==> src/rtl/load_store_unit.sv <==
// RV64I memory-access stage: one LOAD/STORE at a time on a 64-bit doubleword port,
// with lane steering, load extension and misaligned/illegal/bus-timeout faults.
module load_store_unit #(
  parameter int TIMEOUT_CYCLES = 16
) (
  input  logic        clk,
  input  logic        rst,
  input  logic        req_valid,
  output logic        req_ready,
  input  logic        req_is_store,
  input  logic [2:0]  req_func3,
  input  logic [63:0] req_addr,
  input  logic [63:0] req_wdata,
  input  logic [4:0]  req_rd,
  output logic        mem_req_valid,
  input  logic        mem_req_ready,
  output logic        mem_we,
  output logic [63:0] mem_addr,
  output logic [63:0] mem_wdata,
  output logic [7:0]  mem_wstrb,
  input  logic        mem_rsp_valid,
  input  logic [63:0] mem_rdata,
  output logic        done_valid,
  output logic [4:0]  done_rd,
  output logic [63:0] done_data,
  output logic        exc_misaligned,
  output logic        exc_illegal,
  output logic        exc_bus_err
);

  typedef enum logic [1:0] {
    S_IDLE = 2'd0,
    S_REQ  = 2'd1,
    S_WAIT = 2'd2,
    S_DONE = 2'd3
  } state_t;

  localparam logic [7:0] TO_LAST = 8'(TIMEOUT_CYCLES - 1);

  state_t      r_state, w_state_next;
  logic [7:0]  r_cnt, w_cnt_next;
  logic        r_is_store;
  logic [2:0]  r_func3;
  logic [63:0] r_addr;
  logic [63:0] r_wdata;
  logic [4:0]  r_rd;
  logic [63:0] r_data;
  logic        r_exc_mis, r_exc_ill, r_exc_bus;

  logic        w_accept, w_illegal, w_misaligned, w_timeout;
  logic [2:0]  w_size_mask;
  logic [7:0]  w_wstrb;
  logic [63:0] w_load_data;
  logic        w_in_req, w_in_done, w_store_req;

  function automatic logic [63:0] load_extend(input logic [63:0] rdata,
                                              input logic [2:0]  off,
                                              input logic [2:0]  f3);
    logic [63:0] field;
    field = rdata >> {off, 3'b000};
    case (f3)
      3'b000:  load_extend = {{56{field[7]}}, field[7:0]};
      3'b001:  load_extend = {{48{field[15]}}, field[15:0]};
      3'b010:  load_extend = {{32{field[31]}}, field[31:0]};
      3'b100:  load_extend = {56'd0, field[7:0]};
      3'b101:  load_extend = {48'd0, field[15:0]};
      3'b110:  load_extend = {32'd0, field[31:0]};
      default: load_extend = field;
    endcase
  endfunction

  assign w_accept    = req_valid & (r_state == S_IDLE);
  assign w_illegal   = req_is_store ? req_func3[2] : (req_func3 == 3'b111);
  assign w_timeout   = (r_cnt == TO_LAST);
  assign w_load_data = load_extend(mem_rdata, r_addr[2:0], r_func3);

  always_comb begin
    w_size_mask = 3'b111;
    case (req_func3[1:0])
      2'b00:   w_size_mask = 3'b000;
      2'b01:   w_size_mask = 3'b001;
      2'b10:   w_size_mask = 3'b011;
      default: w_size_mask = 3'b111;
    endcase
  end

  assign w_misaligned = (req_addr[2:0] & w_size_mask) != 3'b000;

  always_comb begin
    w_wstrb = 8'hFF;
    case (r_func3[1:0])
      2'b00:   w_wstrb = 8'h01 << r_addr[2:0];
      2'b01:   w_wstrb = 8'h03 << r_addr[2:0];
      2'b10:   w_wstrb = 8'h0F << r_addr[2:0];
      default: w_wstrb = 8'hFF;
    endcase
  end

  always_ff @(posedge clk) begin
    if (rst) begin
      r_state <= S_IDLE;
      r_cnt   <= 8'd0;
    end else begin
      r_state <= w_state_next;
      r_cnt   <= w_cnt_next;
    end
  end

  // The counter only advances on stalled REQ/WAIT cycles and is zeroed on every state entry.
  always_comb begin
    w_state_next = r_state;
    w_cnt_next   = r_cnt;
    case (r_state)
      S_IDLE: begin
        w_cnt_next = 8'd0;
        if (req_valid) begin
          w_state_next = (w_illegal || w_misaligned) ? S_DONE : S_REQ;
        end else begin
          w_state_next = S_IDLE;
        end
      end
      S_REQ: begin
        if (mem_req_ready) begin
          w_state_next = r_is_store ? S_DONE : S_WAIT;
          w_cnt_next   = 8'd0;
        end else if (w_timeout) begin
          w_state_next = S_DONE;
          w_cnt_next   = 8'd0;
        end else begin
          w_cnt_next = r_cnt + 8'd1;
        end
      end
      S_WAIT: begin
        if (mem_rsp_valid || w_timeout) begin
          w_state_next = S_DONE;
          w_cnt_next   = 8'd0;
        end else begin
          w_cnt_next = r_cnt + 8'd1;
        end
      end
      S_DONE: begin
        w_state_next = S_IDLE;
        w_cnt_next   = 8'd0;
      end
      default: begin
        w_state_next = S_IDLE;
        w_cnt_next   = 8'd0;
      end
    endcase
  end

  always_ff @(posedge clk) begin
    if (rst) begin
      r_is_store <= 1'b0;
      r_func3    <= 3'd0;
      r_addr     <= 64'd0;
      r_wdata    <= 64'd0;
      r_rd       <= 5'd0;
      r_data     <= 64'd0;
      r_exc_mis  <= 1'b0;
      r_exc_ill  <= 1'b0;
      r_exc_bus  <= 1'b0;
    end else begin
      case (r_state)
        S_IDLE: begin
          if (w_accept) begin
            r_is_store <= req_is_store;
            r_func3    <= req_func3;
            r_addr     <= req_addr;
            r_wdata    <= req_wdata;
            r_rd       <= req_is_store ? 5'd0 : req_rd;
            r_data     <= 64'd0;
            r_exc_ill  <= w_illegal;
            r_exc_mis  <= ~w_illegal & w_misaligned;
            r_exc_bus  <= 1'b0;
          end
        end
        S_REQ: begin
          if (!mem_req_ready && w_timeout) r_exc_bus <= 1'b1;
        end
        S_WAIT: begin
          if (mem_rsp_valid) r_data <= w_load_data;
          else if (w_timeout) r_exc_bus <= 1'b1;
        end
        default: begin
          r_exc_bus <= r_exc_bus;
        end
      endcase
    end
  end

  assign w_in_req    = (r_state == S_REQ);
  assign w_in_done   = (r_state == S_DONE);
  assign w_store_req = w_in_req & r_is_store;

  assign req_ready      = (r_state == S_IDLE);
  assign mem_req_valid  = w_in_req;
  assign mem_we         = w_store_req;
  assign mem_addr       = w_in_req ? {r_addr[63:3], 3'b000} : 64'd0;
  assign mem_wdata      = w_store_req ? (r_wdata << {r_addr[2:0], 3'b000}) : 64'd0;
  assign mem_wstrb      = w_store_req ? w_wstrb : 8'h00;
  assign done_valid     = w_in_done;
  assign done_rd        = w_in_done ? r_rd : 5'd0;
  assign done_data      = w_in_done ? r_data : 64'd0;
  assign exc_misaligned = w_in_done & r_exc_mis;
  assign exc_illegal    = w_in_done & r_exc_ill;
  assign exc_bus_err    = w_in_done & r_exc_bus;

endmodule

==> config.mk <==
export PLATFORM = sky130hd
export DESIGN_NAME = load_store_unit
export DESIGN_NICKNAME = d
export VERILOG_FILES = /design/src/rtl/load_store_unit.sv
export SDC_FILE = /design/constraint.sdc
export NUM_CORES = 1
export LEC_CHECK = 0
export ABC_AREA = 1
export CAP_MARGIN = 25
export CORE_MARGIN = 5
export CORE_UTILIZATION = 43
export CTS_CLUSTER_DIAMETER = 100
export CTS_CLUSTER_SIZE = 14
export DETAILED_ROUTE_END_ITERATION = 6
export GPL_ROUTABILITY_DRIVEN = 0
export PLACE_DENSITY = 0.78
export SYNTH_ARGS = -nofsm -noshare
export SYNTH_HDL_FRONTEND = slang
export SYNTH_SLANG_ARGS = --single-unit
export TNS_END_PERCENT = 5
==> constraint.sdc <==
create_clock -name clk -period 1.7 [get_ports clk]
set_input_delay 0.255 -clock clk [delete_from_list [all_inputs] [get_ports clk]]
set_output_delay 0.255 -clock clk [all_outputs]
set_load 0.005 [all_outputs]
==> metrics.cfg <==
[run_status]
outcome=finished, violations left
failed_checks=design-rule violations, negative setup slack

[setup_path]
arrival_ps=2070
end_kind=output pin
required_ps=1440
startpoint_type=register
cp_max_fo=4
crit_type=register to output pin

[floorplan]
die_h_microns=183
start_util_pct=43.5
die-area_sq_mm=0.0335
core_sq_mm=0.0296
rows=63
num_io_pins=418
die_w_microns=183

[grt]
overflow=0
antenna_found_initial=13
grt_pass1_wl_microns=85200
grt.total_usage_pct=31.6
grt_pass1_vias=15600
grt_max_degree=110

[detailed_routing]
wl_per_cell_microns=19.1
final_antenna_net_count=0
first_iter_violations=2089
viasPerCell=5.51
routed-via-count=16500
drt_first_pass_iters=7
drc=1
wl_microns=57200

[cts]
root_buffer=clkbuf_16
clkTransAtPathRegs_ps=70
clock_path_buffers=3
clock_sinks=214
cts_max_level=1
cts_tree=built
clock_latency_ps=510
numCtsBuffers=19

[placement]
port_buffers=414
post-dp-hpwl_microns=41000
post-place-cells=2924

[timing]
rsz0062_at_grt=yes
setup_tns_ps=-98230
timing.slew.headroom_pct=63.4
skew_ps=27.7
period_needed_ps=2330
tightest_slew_ps=550
hold_viol=0
fmax_ghz=0.430
finalWorstSetupSlack_ps=-625
hold_ws_ps=150
min_period_over_period_pct=137
setup_viol=356
finalMaxSlewViolations=0

[finish]
drive_gt1_share_pct=20.9
fin_cells=2994
fin_nets=2808
n_fill_cell=2639
area_delta_synth_final_pct=51.1

[synthesis]
ys_ff_latch=214
netlist_area_sq_mm=0.0129
yosysTopAreaCellShare_pct=33.3
yosysWarnings=0
syn-instance-count=2113
synthArstFlopShare_pct=0
synth_edf_count=0
ys_types=41
synth_area_leaders=dfxtp_1, nand2_1, nor2_1
yosysSeqAreaShare_pct=33.3
avgSynthCellArea_sq_um=6.10
yosys.area.top_type=dfxtp_1
synth_ff_type=dfxtp_1

[pwr]
vdd_drop_max_mv=0.773
p_leak_nw=9.77
power.density_mw_per_mm2=1340
power_mw=26.1

[run]
cap_violations=0

[min_path]
hold_path.class=input pin to register

-- what timing repair did --
item	CTS	global route
hold buffers	0	0
setup buffers	22	4
pin swaps	18	70
resized for setup	652	190
setup endpoints to repair	399	408
gates cloned	9	2
-- cells in the mapped netlist (10+ instances only) --
library cell,n
a21oi_1,135
a22oi_1,12
a21oi_2,10
inv_1,201
clkbuf_1,80
buf_2,59
dfxtp_1,214
nor2_1,295
ha_1,11
nand3_1,135
o211ai_1,17
o21ai_1,58
nand2_1,569
o21ai_0,215
o22ai_1,11
mux2i_1,13
-- worst max-delay path: stages (launching register included) --
cell	delay [ps]
dfxtp_2	320
inv_2	70
ha_4	160
nand2_4	80
nor2_4	160
buf_6	150
buf_16	120
o21ai_0	140
o22ai_1	190
buf_2	180
-- per-stage QoR --
step	instance area, sq um	utilization (%)	setup WS [ps]
global placement	18200	61.4	-490
CTS	19200	64.9	-609
floorplan	12900	-	-27.3
detailed placement	18200	61.4	-532
global route	19500	65.7	-695
finish	19500	65.7	-625
-- routing by layer --
metal  up-vias  global-route usage, %  share of wire [%]
li1       7708                      -                  -
met1      7542                   37.7                 37
met2      1018                   52.5                 46
met3       242                   7.34                 10
met4         0                   17.6                6.4
met5         -                      0                  0
-- cell families (layout without fill, tap and decap cells) --
family | count (synthesis) | in the layout | share of synthesized area (%)
buffers and inverters | 370 | 846 | 12.2
other | 1 | 16 | 0.0291
adders and majority gates | 11 | 11 | 1.07
xor gates and xnor gates | 5 | 5 | 0.340
muxes | 13 | 13 | 1.01
AOI/OAI and AO/OA | 475 | 475 | 20.0
and+or+nand+nor | 1024 | 1024 | 32.1
DFF | 214 | 214 | 33.3
-- cell type report --
class | count | area, sq um | share of cell area, %
multi-input cells | 1531 | 7680 | 39.5
repair buffers | 619 | 5680 | 29.2
flip-flops and latches | 214 | 4290 | 22.1
inverters | 206 | 796 | 4.09
well taps | 390 | 488 | 2.51
clock buffers | 20 | 479 | 2.46
diodes | 13 | 32.5 | 0.167
clock inverters | 1 | 11.3 | 0.0578
-- final timing paths --
kind | from | to | slack [ps] | cells after the start
setup / recovery | r_state[1] | mem_wdata[37] | -630 | 9
hold / removal | rst | r_cnt[2] | 150 | 4
setup reg to reg | r_addr[0] | r_data[41] | -350 | 10
hold reg to reg | r_cnt[0] | r_cnt[0] | 450 | 1
-- sequential cells by signal, summed over array words and instances (netlist names) --
signal	flops
r_cnt	8
r_wdata	64
r_data	64
r_addr	64
r_exc_bus	1
r_rd	5
r_state	2
r_is_store	1
r_exc_mis	1
r_exc_ill	1
r_func3	3
-- power breakdown --
group | switching [mW] | internal (mW)
clock | 1.96 | 2.00
sequential | 0.818 | 6.16
combinational | 9.10 | 6.02
-- cells in the final DEF (no fill, tap or decap), types with 18 or more instances in the layout --
master	synthesis	final
buf_2	59	82
nor2_2	1	26
buf_6	9	23
inv_1	201	193
dfxtp_1	214	209
a21oi_1	135	134
buf_4	7	152
nand2_2	3	34
clkbuf_16	0	20
nand2_1	569	532
buf_12	0	23
nand3_1	135	125
o21ai_0	215	156
clkbuf_2	0	28
o21ai_2	5	28
dlygate4sd2_1	0	73
nand3_2	9	18
o21ai_1	58	91
clkdlybuf4s50_1	0	205
nor2_1	295	263
Power figures use the tool's default switching activity.
